===== config.mk =====
export PLATFORM = sky130hd
export DESIGN_NAME = pad_cfg_sequencer
export DESIGN_NICKNAME = d
export VERILOG_FILES = /design/src/rtl/pad_cfg_sequencer.sv
export SDC_FILE = /design/constraint.sdc
export NUM_CORES = 1
export LEC_CHECK = 0
export ABC_AREA = 1
export BUFFER_PORTS_ARGS = -buffer_cell sky130_fd_sc_hd__buf_2
export CORE_ASPECT_RATIO = 0.8
export CORE_MARGIN = 1.5
export CORE_UTILIZATION = 48
export DETAILED_ROUTE_END_ITERATION = 8
export GPL_TIMING_DRIVEN = 1
export PLACE_DENSITY_LB_ADDON = 0.15
export SLEW_MARGIN = 20
export SYNTH_ARGS = -nofsm -noshare
export SYNTH_HDL_FRONTEND = slang
export SYNTH_SLANG_ARGS = --single-unit

===== constraint.sdc =====
create_clock -name clk_i -period 5.2 [get_ports clk_i]
set_input_delay 1.04 -clock clk_i [delete_from_list [all_inputs] [get_ports clk_i]]
set_output_delay 1.04 -clock clk_i [all_outputs]
set_load 0.05 [all_outputs]

===== src/rtl/pad_cfg_sequencer.sv =====
// Pad reconfiguration sequencer: drops OE, settles, writes attributes,
// settles, then restores OE so attributes never change on a driving pad.
module pad_cfg_sequencer #(
    parameter int                 NUM_PADS      = 8,
    parameter int                 PADATTR       = 16,
    parameter int                 SETTLE_CYCLES = 4,
    parameter logic [PADATTR-1:0] RESET_ATTR    = '0,
    parameter int                 IDX_W         = (NUM_PADS > 1) ? $clog2(NUM_PADS) : 1
) (
    input  logic                          clk_i,
    input  logic                          rst_i,
    input  logic                          req_valid_i,
    output logic                          req_ready_o,
    input  logic [IDX_W-1:0]              req_idx_i,
    input  logic                          req_oe_i,
    input  logic [PADATTR-1:0]            req_attr_i,
    output logic                          done_o,
    output logic                          err_o,
    output logic                          busy_o,
    output logic [NUM_PADS-1:0]           pad_oe_o,
    output logic [NUM_PADS*PADATTR-1:0]   pad_attr_o
);

    localparam int                CNT_W    = $clog2(SETTLE_CYCLES + 1);
    localparam logic [CNT_W-1:0]  CNT_LOAD = CNT_W'(SETTLE_CYCLES - 1);
    localparam logic [IDX_W:0]    NP       = (IDX_W + 1)'(NUM_PADS);

    typedef enum logic [1:0] {
        IDLE,
        OE_OFF_WAIT,
        ATTR_WAIT,
        FINISH
    } state_e;

    state_e                        state_q, state_d;
    logic [CNT_W-1:0]              cnt_q, cnt_d;
    logic [IDX_W-1:0]              idx_q, idx_d;
    logic                          oe_lat_q, oe_lat_d;
    logic [PADATTR-1:0]            attr_lat_q, attr_lat_d;
    logic [NUM_PADS-1:0]           oe_q, oe_d;
    logic [NUM_PADS*PADATTR-1:0]   attr_q, attr_d;
    logic                          ready_q, ready_d;
    logic                          busy_q, busy_d;
    logic                          done_q, done_d;
    logic                          err_q, err_d;

    always_comb begin
        state_d    = state_q;
        cnt_d      = cnt_q;
        idx_d      = idx_q;
        oe_lat_d   = oe_lat_q;
        attr_lat_d = attr_lat_q;
        oe_d       = oe_q;
        attr_d     = attr_q;
        done_d     = 1'b0;
        err_d      = 1'b0;

        unique case (state_q)
            IDLE: begin
                if (req_valid_i && ready_q) begin
                    idx_d      = req_idx_i;
                    oe_lat_d   = req_oe_i;
                    attr_lat_d = req_attr_i;
                    if ({1'b0, req_idx_i} < NP) begin
                        for (int k = 0; k < NUM_PADS; k++) begin
                            if (req_idx_i == IDX_W'(k)) oe_d[k] = 1'b0;
                        end
                        cnt_d   = CNT_LOAD;
                        state_d = OE_OFF_WAIT;
                    end else begin
                        // Out-of-range index: complete at once, pads untouched
                        state_d = FINISH;
                        done_d  = 1'b1;
                        err_d   = 1'b1;
                    end
                end
            end
            OE_OFF_WAIT: begin
                if (cnt_q == '0) begin
                    for (int k = 0; k < NUM_PADS; k++) begin
                        if (idx_q == IDX_W'(k)) attr_d[k*PADATTR +: PADATTR] = attr_lat_q;
                    end
                    cnt_d   = CNT_LOAD;
                    state_d = ATTR_WAIT;
                end else begin
                    cnt_d = cnt_q - CNT_W'(1);
                end
            end
            ATTR_WAIT: begin
                if (cnt_q == '0) begin
                    for (int k = 0; k < NUM_PADS; k++) begin
                        if (idx_q == IDX_W'(k)) oe_d[k] = oe_lat_q;
                    end
                    state_d = FINISH;
                    done_d  = 1'b1;
                end else begin
                    cnt_d = cnt_q - CNT_W'(1);
                end
            end
            FINISH: begin
                state_d = IDLE;
            end
            default: state_d = IDLE;
        endcase

        ready_d = (state_d == IDLE);
        busy_d  = (state_d != IDLE);
    end

    always_ff @(posedge clk_i or posedge rst_i) begin
        if (rst_i) begin
            state_q    <= IDLE;
            cnt_q      <= '0;
            idx_q      <= '0;
            oe_lat_q   <= 1'b0;
            attr_lat_q <= '0;
            oe_q       <= '0;
            attr_q     <= {NUM_PADS{RESET_ATTR}};
            ready_q    <= 1'b0;
            busy_q     <= 1'b0;
            done_q     <= 1'b0;
            err_q      <= 1'b0;
        end else begin
            state_q    <= state_d;
            cnt_q      <= cnt_d;
            idx_q      <= idx_d;
            oe_lat_q   <= oe_lat_d;
            attr_lat_q <= attr_lat_d;
            oe_q       <= oe_d;
            attr_q     <= attr_d;
            ready_q    <= ready_d;
            busy_q     <= busy_d;
            done_q     <= done_d;
            err_q      <= err_d;
        end
    end

    assign req_ready_o = ready_q;
    assign busy_o      = busy_q;
    assign done_o      = done_q;
    assign err_o       = err_q;
    assign pad_oe_o    = oe_q;
    assign pad_attr_o  = attr_q;

endmodule

Word level (Yosys, flattened, before mapping)
Index checks and enable logic that the tools add are counted.
Storage, ports and cells
  flip-flop bits (word level): 164
  word-level logic and storage cells: 117
Operators by class
  add/subtract/negate cells: 1
  equality and inequality tests: 36
  mux-type cells: 29
  reductions and logical operators: 27
Operators by type and width (number)
  AND reduction 5 bit: 8
  inequality test 2 bit, second input constant: 19
  AND reduction 3 bit: 9
  == test 3 bit, second input constant: 8
  two-way mux 1 bit: 18
  two-way mux 8 bit: 2
  case mux 8 bit (2 select lines): 1
  == test 3 x 2 -> 1 bit, second input constant: 4
  logical NOT 3 bit: 3
  two-way mux 3 bit: 3
  case mux 3 bit (3 select lines): 1
  case mux 2 bit (4 select lines): 1
  == test 3 x 1 -> 1 bit, second input constant: 2
  two-way mux 2 bit: 3
  == test 2 bit, second input constant: 2
  logical NOT 2 bit: 2
  nonzero test 2 bit: 2
  nonzero test 3 bit: 1
  subtractor 3 x 1 -> 3 bit, second input constant: 1
  == test 2 x 1 -> 1 bit, second input constant: 1
  AND reduction 2 bit: 1
  logical AND 1 bit: 1

Longest topological paths before layout
  depth in word-level cells: 4
  gate-level depth with buffers: 10
  mapped depth without buffers: 9

Worst setup path before layout
Ideal clock, no wire load.
  kind: input-to-reg
  start point: input req_valid_i
  end point: register attr_lat_q[10]
  setup time: 133 ps
  data arrival time: 1741 ps
  data required time: 5067 ps
  slack: 3326 ps
  cell stages on the path: 4
  path buffers: 2
  path through: nand3_1 > buf_2 > buf_1 > a21oi_1
On the way
  longest elaborated chain between the ends: 2
Ends and longest elaborated chain
  from (decl): line 12  | input logic req_valid_i,
  logical AND 1 bit: line 60  | if (req_valid_i && ready_q) begin
  AND reduction 2 bit (no line)
  to (signal assigned): line 128  | attr_lat_q <= attr_lat_d;
  to (decl): line 39  | logic [PADATTR-1:0] attr_lat_q, attr_lat_d;
No other way between the ends.
A chain may end at the register's enable or synchronous reset.

Final worst setup path
  start point: register state_q[1]
  end point: register attr_q[4], in the netlist pad_attr_o[4]
On the way
  longest elaborated chain between the ends: 2
Ends and longest elaborated chain
  from (decl): line 35  | state_e state_q, state_d;
  from (signal assigned): line 124  | state_q <= state_d;
  == test 2 x 1 -> 1 bit: line 58  | unique case (state_q)
  AND reduction 3 bit (no line)
  to (signal assigned): line 118  | attr_q <= {NUM_PADS{RESET_ATTR}};
  to (signal assigned): line 130  | attr_q <= attr_d;
  to (decl): line 41  | logic [NUM_PADS*PADATTR-1:0] attr_q, attr_d;
No other way between the ends.

==> flow_metrics.tcl <==
set metrics [dict create \
    hp-class "flop to flop" \
    track_usage_pct 22.9 \
    grt_pass1_wl_mm 25.0 \
    drt-initial-drc-count 406 \
    required_ns 5.50 \
    cpMostUsedCell "inv_1" \
    synth_area_leaders "dfrtp_1 63%, nand2_1 7.1%, a21oi_1 6.3%" \
    clkTransAtPathRegs_ns 0.06 \
    holdPathEnd "pad_attr_o[55]" \
    vias 5040 \
    fmax_mhz 413 \
    tritoncts "yes" \
    wl_mm 15.6 \
    fp.dieArea_mm2 0.0142 \
    end_kind "flop" \
    crit_path_max_fanout 32 \
    cts-resized-gates 0 \
    clk_path_buf_depth 2 \
    synthesis.instances 657 \
    n_antenna_cell 0 \
    grt_pass1_vias 4885 \
    start_util_pct 49.9 \
    firstDrtPassIters 5 \
    clk_latency_ns 0.42 \
    place_hpwl_mm 10.8 \
    max_stage_delay_ns 0.75 \
    status "finished, final reports clean" \
    reg2reg_to "pad_attr_o[4]" \
    synth_top_flop_cell "dfrtp_1" \
    synth_top_area_cell "dfrtp_1" \
    viasPerCell 5.06 \
    async_flop_share_pct 100 \
    drive_above_1_share_pct 29.1 \
    worstPathArrival_ns 2.72 \
    slew-limit-headroom_pct 31.5 \
    cts_root_buffer "clkbuf_16" \
    finalHoldViolations 0 \
    rows 37 \
    start_kind "flop" \
    synth_edf_count 0 \
    timing.setup.tns_ns 0 \
    antenna_found_initial 0 \
    place.gp.congestion 0.876 \
    post-cts-setup-buffers 0 \
    rr_startpoint "state_q[1]" \
    fin_util_pct 61.9 \
    crit_path_top_delay_cell "nand3_1" \
    die_w_um 133 \
    path_cells "inv_1 > ha_1 > inv_1 > nor2_1 > nand3_1 > o21ai_0" \
    syn_to_final_growth_pct 23.9 \
    nets 837 \
    r2r_slack_ns 2.78 \
    worstSetupPathType "flop to flop" \
    min_path_cells 2 \
    h-tree-depth 4 \
    io_pins 163 \
    grt.overflow.total 0 \
    ys_seq_elements 164 \
    post_drt_wl_per_cell_um 15.6 \
    clock_sinks 164 \
    ys_seq_area_share_pct 63.2 \
    ys_types 23 \
    antenna_left 0 \
    finalMaxSlewViolations 0 \
    critical-path-top-delay-family "simple AND/OR/NAND/NOR gates" \
    tightest_slew_ns 1.02 \
    worst-r2r-cell-count 6 \
    core_area_mm2 0.0130 \
    synthTopCellsByCount "164 x dfrtp_1, 123 x nand2_1, 89 x nor2_1" \
    post-route-drc-count 0 \
    die_h_um 107 \
    cts_buffers 17 \
    period_needed_ns 2.42 \
    synth.most_common_cell "dfrtp_1" \
    startpoint "state_q[1]" \
    synth_top_cell_area_share_pct 63.2 \
    finalSetupViolCount 0 \
    finalCritPeriodShare_pct 46.6 \
    ys_warn_count 0 \
    netlist_area_mm2 0.00649 \
    syn_nets 686 \
    grt_max_degree 118 \
    synth.avg_cell_area_um2 9.89 \
    cap_violations 0 \
    grt_setup_unrepaired "no" \
    postCtsHoldBufs 0 \
    fin_worst_skew_ns 0.00697 \
    crit_buf_inv 2 \
    io_buffers 161 \
    hold_start "pad_attr_o[55]" \
]
-- cell usage in the layout, fill, tap and decap left out, types with 2 or more instances in the layout --
cell type	instances
clkbuf_8	2
buf_4	3
o21bai_1	3
a21oi_1	82
inv_2	2
bufinv_16	5
nand3_1	24
nor2_4	5
nand2_1	123
buf_2	161
ha_1	6
inv_1	39
inv_6	2
or2_1	2
clkinv_2	2
clkinvlp_4	4
o21ai_2	32
nor2_1	89
o21ai_0	47
clkbuf_16	17
dfrtp_1	164
buf_12	2
-- cell type report --
type / count / area, um^2
inverter: 42 / 161
clock buffer: 20 / 457
fill: 1119 / 4960
clock inverter: 12 / 200
timing repair buffer: 166 / 868
multi-input combinational: 417 / 2040
tap: 175 / 219
sequential: 164 / 4100
-- routing by layer --
layer / track usage, % / wire [um]
met5: 0 / 0
met4: 7.38 / 135
met3: 7.19 / 1110
met2: 33.3 / 6800
met1: 32.9 / 7520
-- tightest hold or removal path, cell delays in order, from the launching register on --
cell and delay [ns]:
dfrtp_1 0.33, nand2_1 0.06, o21ai_2 0.05
-- metrics by stage --
stage | instance area [um^2] | cells | worst slack [ns] | hold WS [ns]
global route | 8050 | 996 | 2.54 | 0.500
floorplan | 6500 | 657 | 2.08 | 0.479
finish | 8050 | 996 | 2.78 | 0.476
global placement | 7350 | 963 | 2.78 | 0.459
CTS | 8010 | 995 | 2.79 | 0.481
detailed placement | 7350 | 963 | 2.76 | 0.463
-- cells by family (layout without fill, tap and decap cells) --
group | after synthesis | in the layout | share of synthesized area (%)
buffers and inverters | 76 | 240 | 5.76
DFF | 164 | 164 | 63.2
other | 1 | 1 | 0.0577
muxes | 1 | 1 | 0.173
AOI/OAI and AO/OA | 165 | 165 | 14.7
adders and majority gates | 6 | 6 | 1.16
and+or+nand+nor | 244 | 244 | 14.9
-- worst max path at each step --
stage                     end  slack (ns)  cells past startpoint
6_report        pad_attr_o[4]        2.78                      6
5_1_grt         pad_attr_o[4]        2.54                      6
4_1_cts         pad_attr_o[9]        2.79                      6
3_5_place_dp   pad_attr_o[99]        2.76                      3
3_3_place_gp   pad_attr_o[46]        2.78                      3
2_1_floorplan   attr_lat_q[0]        2.08                      1
-- sequential cells by signal, indices dropped and copies added (netlist names) --
signal	cells
oe_lat_q	1
cnt_q	3
attr_lat_q	16
done_o	1
req_ready_o	1
state_q	2
pad_oe_o	8
idx_q	3
pad_attr_o	128
busy_o	1
Power is not shown: default switching activity piles up to over one toggle a cycle in this logic, so the estimate is an artifact.
